**src/rtl/shift_add_mult.sv**
```systemverilog
// 4x4 unsigned shift-and-add multiplier: one partial-sum add per RUN cycle, 4 RUN + 1 DONE.
// Also holds the 4-bit ripple-carry adder that forms each partial sum.

module adder (
  input  logic [3:0] input1,
  input  logic [3:0] input2,
  input  logic       carry_in,
  output logic [3:0] sum,
  output logic       carry_out
);

  logic [4:0] carry;

  assign carry[0] = carry_in;

  for (genvar i = 0; i < 4; i++) begin : g_fa
    assign sum[i]     = input1[i] ^ input2[i] ^ carry[i];
    assign carry[i+1] = (input1[i] & input2[i]) | (carry[i] & (input1[i] ^ input2[i]));
  end

  assign carry_out = carry[4];

endmodule

module shift_add_mult (
  input  logic       clk,
  input  logic       rst_n,
  input  logic       start,
  input  logic [3:0] multiplicand,
  input  logic [3:0] multiplier,
  output logic       busy,
  output logic       done,
  output logic [7:0] product
);

  typedef enum logic [1:0] {
    StIdle = 2'b00,
    StRun  = 2'b01,
    StDone = 2'b10
  } state_e;

  state_e     state_q, state_d;
  logic [3:0] a_q, a_d;
  logic [3:0] q_q, q_d;
  logic [3:0] p_hi_q, p_hi_d;
  logic [1:0] cnt_q, cnt_d;
  logic [7:0] product_q, product_d;

  logic [3:0] addend;
  logic [3:0] sum;
  logic       carry_out;
  logic [7:0] shifted;

  assign addend = q_q[0] ? a_q : 4'h0;

  adder u_adder (
    .input1    (p_hi_q),
    .input2    (addend),
    .carry_in  (1'b0),
    .sum       (sum),
    .carry_out (carry_out)
  );

  // Right shift of {carry, sum, Q} by one; the dropped bit is the consumed multiplier LSB.
  assign shifted = {carry_out, sum, q_q[3:1]};

  always_comb begin
    state_d   = state_q;
    a_d       = a_q;
    q_d       = q_q;
    p_hi_d    = p_hi_q;
    cnt_d     = cnt_q;
    product_d = product_q;

    unique case (state_q)
      StIdle: begin
        if (start) begin
          a_d     = multiplicand;
          q_d     = multiplier;
          p_hi_d  = 4'h0;
          cnt_d   = 2'd0;
          state_d = StRun;
        end
      end
      StRun: begin
        p_hi_d = shifted[7:4];
        q_d    = shifted[3:0];
        cnt_d  = cnt_q + 2'd1;
        if (cnt_q == 2'd3) begin
          product_d = shifted;
          state_d   = StDone;
        end
      end
      StDone: begin
        state_d = StIdle;
      end
      default: begin
        state_d = StIdle;
      end
    endcase
  end

  always_ff @(posedge clk or negedge rst_n) begin
    if (!rst_n) begin
      state_q   <= StIdle;
      a_q       <= 4'h0;
      q_q       <= 4'h0;
      p_hi_q    <= 4'h0;
      cnt_q     <= 2'd0;
      product_q <= 8'h00;
    end else begin
      state_q   <= state_d;
      a_q       <= a_d;
      q_q       <= q_d;
      p_hi_q    <= p_hi_d;
      cnt_q     <= cnt_d;
      product_q <= product_d;
    end
  end

  assign busy    = (state_q != StIdle);
  assign done    = (state_q == StDone);
  assign product = product_q;

endmodule
```
**config.mk**
```make
export PLATFORM = sky130hd
export DESIGN_NAME = shift_add_mult
export DESIGN_NICKNAME = d
export VERILOG_FILES = /design/src/rtl/shift_add_mult.sv
export SDC_FILE = /design/constraint.sdc
export NUM_CORES = 1
export LEC_CHECK = 0
export CAP_MARGIN = 5
export CORE_MARGIN = 2
export CORE_UTILIZATION = 45
export CTS_CLUSTER_SIZE = 16
export DETAILED_ROUTE_END_ITERATION = 10
export GPL_TIMING_DRIVEN = 0
export PLACE_DENSITY = 0.78
export SLEW_MARGIN = 40
export SYNTH_ARGS = -nofsm -noshare
export SYNTH_HDL_FRONTEND = slang
export SYNTH_HIERARCHICAL = 1
export SYNTH_SLANG_ARGS = --single-unit
```
**constraint.sdc**
```tcl
create_clock -name clk -period 2.16 [get_ports clk]
set_input_delay 0.54 -clock clk [delete_from_list [all_inputs] [get_ports clk]]
set_output_delay 0.54 -clock clk [all_outputs]
set_load 0.005 [all_outputs]
```
==> metrics.txt <==
row count=18; cells after synthesis=84; Top Layer Used=met4; design area=0.001445 sq mm; die area=0.002970 sq mm; Hold Violations, Final=0; vias in the first global route=746; worst-path cell chain=and2_4 > fa_2 > inv_2 > fa_2 > inv_2 > fa_2 > inv_2 > fa_1 > inv_2 > mux2_4; placed cells=134; RD Place Congestion=0.7573; Fill cells=196; Tmin final=2.244 ns; Num CTS Buffers=3; synth unique cells=23; wire per inst=13.89 microns; Max stage delay cell, worst path=fa_1; CP Capture Type=flop; fraction of registers with async set/reset=1.000; initial DRC count=8; P_leak=0.6573 nW; post-synthesis sequential area ratio=0.5234; Clock Skew=0.001465 ns; clock slew at reported path FFs=0.12 ns; routed wl met3=64 microns; Die Y=54.50 microns; met1 WL=920 microns; RSZ-0062 raised after global routing=true; Rel. slew slack=0.6457; Via Count=725; Via density=5.179; H-tree levels=1; YS warnings=6; worst setup margin=-0.08381 ns; violated checks=setup timing; Setup CP Type=reg -> reg; clk buf depth=2; Worst-Margin Slew=0.5314 ns; Post-Syn Area=0.001147 sq mm; area share of the largest cell type after synthesis=0.5234; aggregate global-route resource usage=0.1598; Placement Cell Area=0.001388 sq mm; initial core utilization=0.4674; number of max-cap violations=0; dpl ws=-0.1520 ns; DRC viols=0; #FFs+latches synth=24; non-filler cells, final=140; Area Growth Syn to Fin=25.95%; Peak supply drop=0.7881 mV; Mapped Nets=100; critical path arrival=2.44 ns; Port-buffer cells=20; DRT Wirelength=1.945 mm; clock root buffer=clkbuf_4; Period Utilization, post-route=1.039; nets=128; Tot Pwr=2.110 mW; ranking of synthesized cells by area=dfrtp_1, mux2_2, fa_1; setup TNS=-0.1469 ns; hold crit path type=in -> async; Clk Latency, worst-skew pair=0.30 ns; IO Count=21; first-pass GRT wire length=3.318 mm; Post-CTS Hold Buffers=0; CTS tree=yes; EDFF count, synth=0; Post-DRT Antenna Nets=0; startpoint types=flop; Power Dens Cells=1460 mW/mm^2; largest net degree at the start of global routing=25; WP buf/inv=4; most used cell, CP=inv_2; area of the multi-input gates=503.0 sq um; post-DP HPWL=1.375 mm; max-slew violations=0; Setup-failing EPs final=2; mean post-synth cell area=13.66 sq um; critical path peak fanout=2; cell taking the most area after synthesis=dfrtp_1; CP top delay family=adder cells; fraction of layout cells with a size suffix above 1=0.3636; # diodes=0; Die W=54.50 microns; Post-synth top flop=dfrtp_1; initial antenna violation count=0; met2 wire length=947 microns; fmax=445.7 MHz; WP data required=2.36 ns; Initial DRT Pass Iterations=2; GRT overflow=0; clock sink total=24; CORE AREA=0.002455 sq mm; status=complete, but fails checks; max incr delay on CP=0.49 ns; register area=601.8 sq um
==> cell usage in the layout, fill, tap and decap left out <==
cell type,n
conb_1,1
or4b_1,2
o221a_2,4
dfrtp_2,1
clkdlybuf4s50_1,18
nor2b_1,2
nor3b_2,1
buf_2,1
a21oi_1,1
inv_1,7
inv_2,4
dlymetal6s2s_1,1
fa_2,3
or2_2,1
fa_1,1
buf_4,4
clkbuf_4,3
nand2b_1,2
dfrtp_1,23
ha_1,1
or2b_1,1
mux2_4,1
or4b_2,2
mux2_2,11
mux2i_1,1
nand3b_4,1
o21bai_1,1
o21ba_2,1
and2_1,3
buf_6,1
a22o_1,5
and2_4,1
==> stage by stage <==
step | hold slack [ns] | util
2_1_floorplan | 0.2444 | -
3_3_place_gp | 0.4663 | 0.5673
3_5_place_dp | 0.4774 | 0.5652
4_1_cts | 0.2021 | 0.5861
5_1_grt | 0.2291 | 0.5887
6_report | 0.2021 | 0.5887
==> worst paths after layout <==
| check | from | endpoint | slack, ns | cells past startpoint |
|---|---|---|---|---|
| max | q_q[0]$_DFFE_PN0P_ | product[6]$_DFFE_PN0P_ | -0.08 | 10 |
| min | rst_n | product[7]$_DFFE_PN0P_ | 0.20 | 1 |
| max reg2reg | q_q[0]$_DFFE_PN0P_ | product[6]$_DFFE_PN0P_ | -0.08 | 10 |
| min reg2reg | cnt_q[0]$_DFFE_PN0P_ | cnt_q[0]$_DFFE_PN0P_ | 0.49 | 1 |
| max in group asynchronous | rst_n | state_q[1]$_DFFE_PN0P_ | 1.58 | 1 |
| min in group clk | cnt_q[0]$_DFFE_PN0P_ | cnt_q[0]$_DFFE_PN0P_ | 0.49 | 1 |
==> state kept, by name, summed over array words and instances, names as in the netlist <==
name	count
product	8
a_q	4
p_hi_q	4
q_q	4
cnt_q	2
state_q	2
==> power breakdown <==
group | total [mW] | internal, mW | switching [mW]
logic | 1.12 | 0.671 | 0.445
registers | 0.812 | 0.673 | 0.139
clock network | 0.183 | 0.0650 | 0.118
==> layer usage <==
metal / track usage / up-vias
met1: 0.2104 / 369
met4: 0.06250 / 0
met5: 0 / -
met2: 0.2651 / 12
met3: 0.02459 / 2
li1: - / 342
==> timing repair <==
action / in CTS / in global routing
setup endpoints to repair: 4 / 4
pin swaps: 3 / 0
buffers inserted: 3 / 1
gates resized for setup: 4 / 3
==> Yosys cell counts, types with 2 or more instances <==
cell type	number
and2_1	4
nand2b_1	2
nor2b_1	2
dfrtp_1	24
fa_1	4
or4b_2	2
or4b_1	2
mux2_2	12
o221a_2	4
a22o_1	5
inv_1	11
==> logic make-up (layout without fill, tap and decap cells) <==
kind of cell / Yosys count / in the layout / synth area share
DFF: 24 / 24 / 0.5234
and+or+nand+nor: 16 / 16 / 0.1189
muxes: 13 / 13 / 0.1265
buffers and inverters: 13 / 39 / 0.05016
AOI/OAI and AO/OA: 12 / 12 / 0.09705
adders and majority gates: 5 / 5 / 0.08070
other: 1 / 1 / 0.003268
==> area by class of cell <==
class / instances / area share
clock buffer: 3 / 0.01558
sequential: 24 / 0.4164
tap: 30 / 0.02597
multi-input combinational: 47 / 0.3481
buffer: 1 / 0.007792
inverter: 11 / 0.02857
timing repair buffer: 24 / 0.1576
No activity file was read; power rests on OpenSTA's default activity.
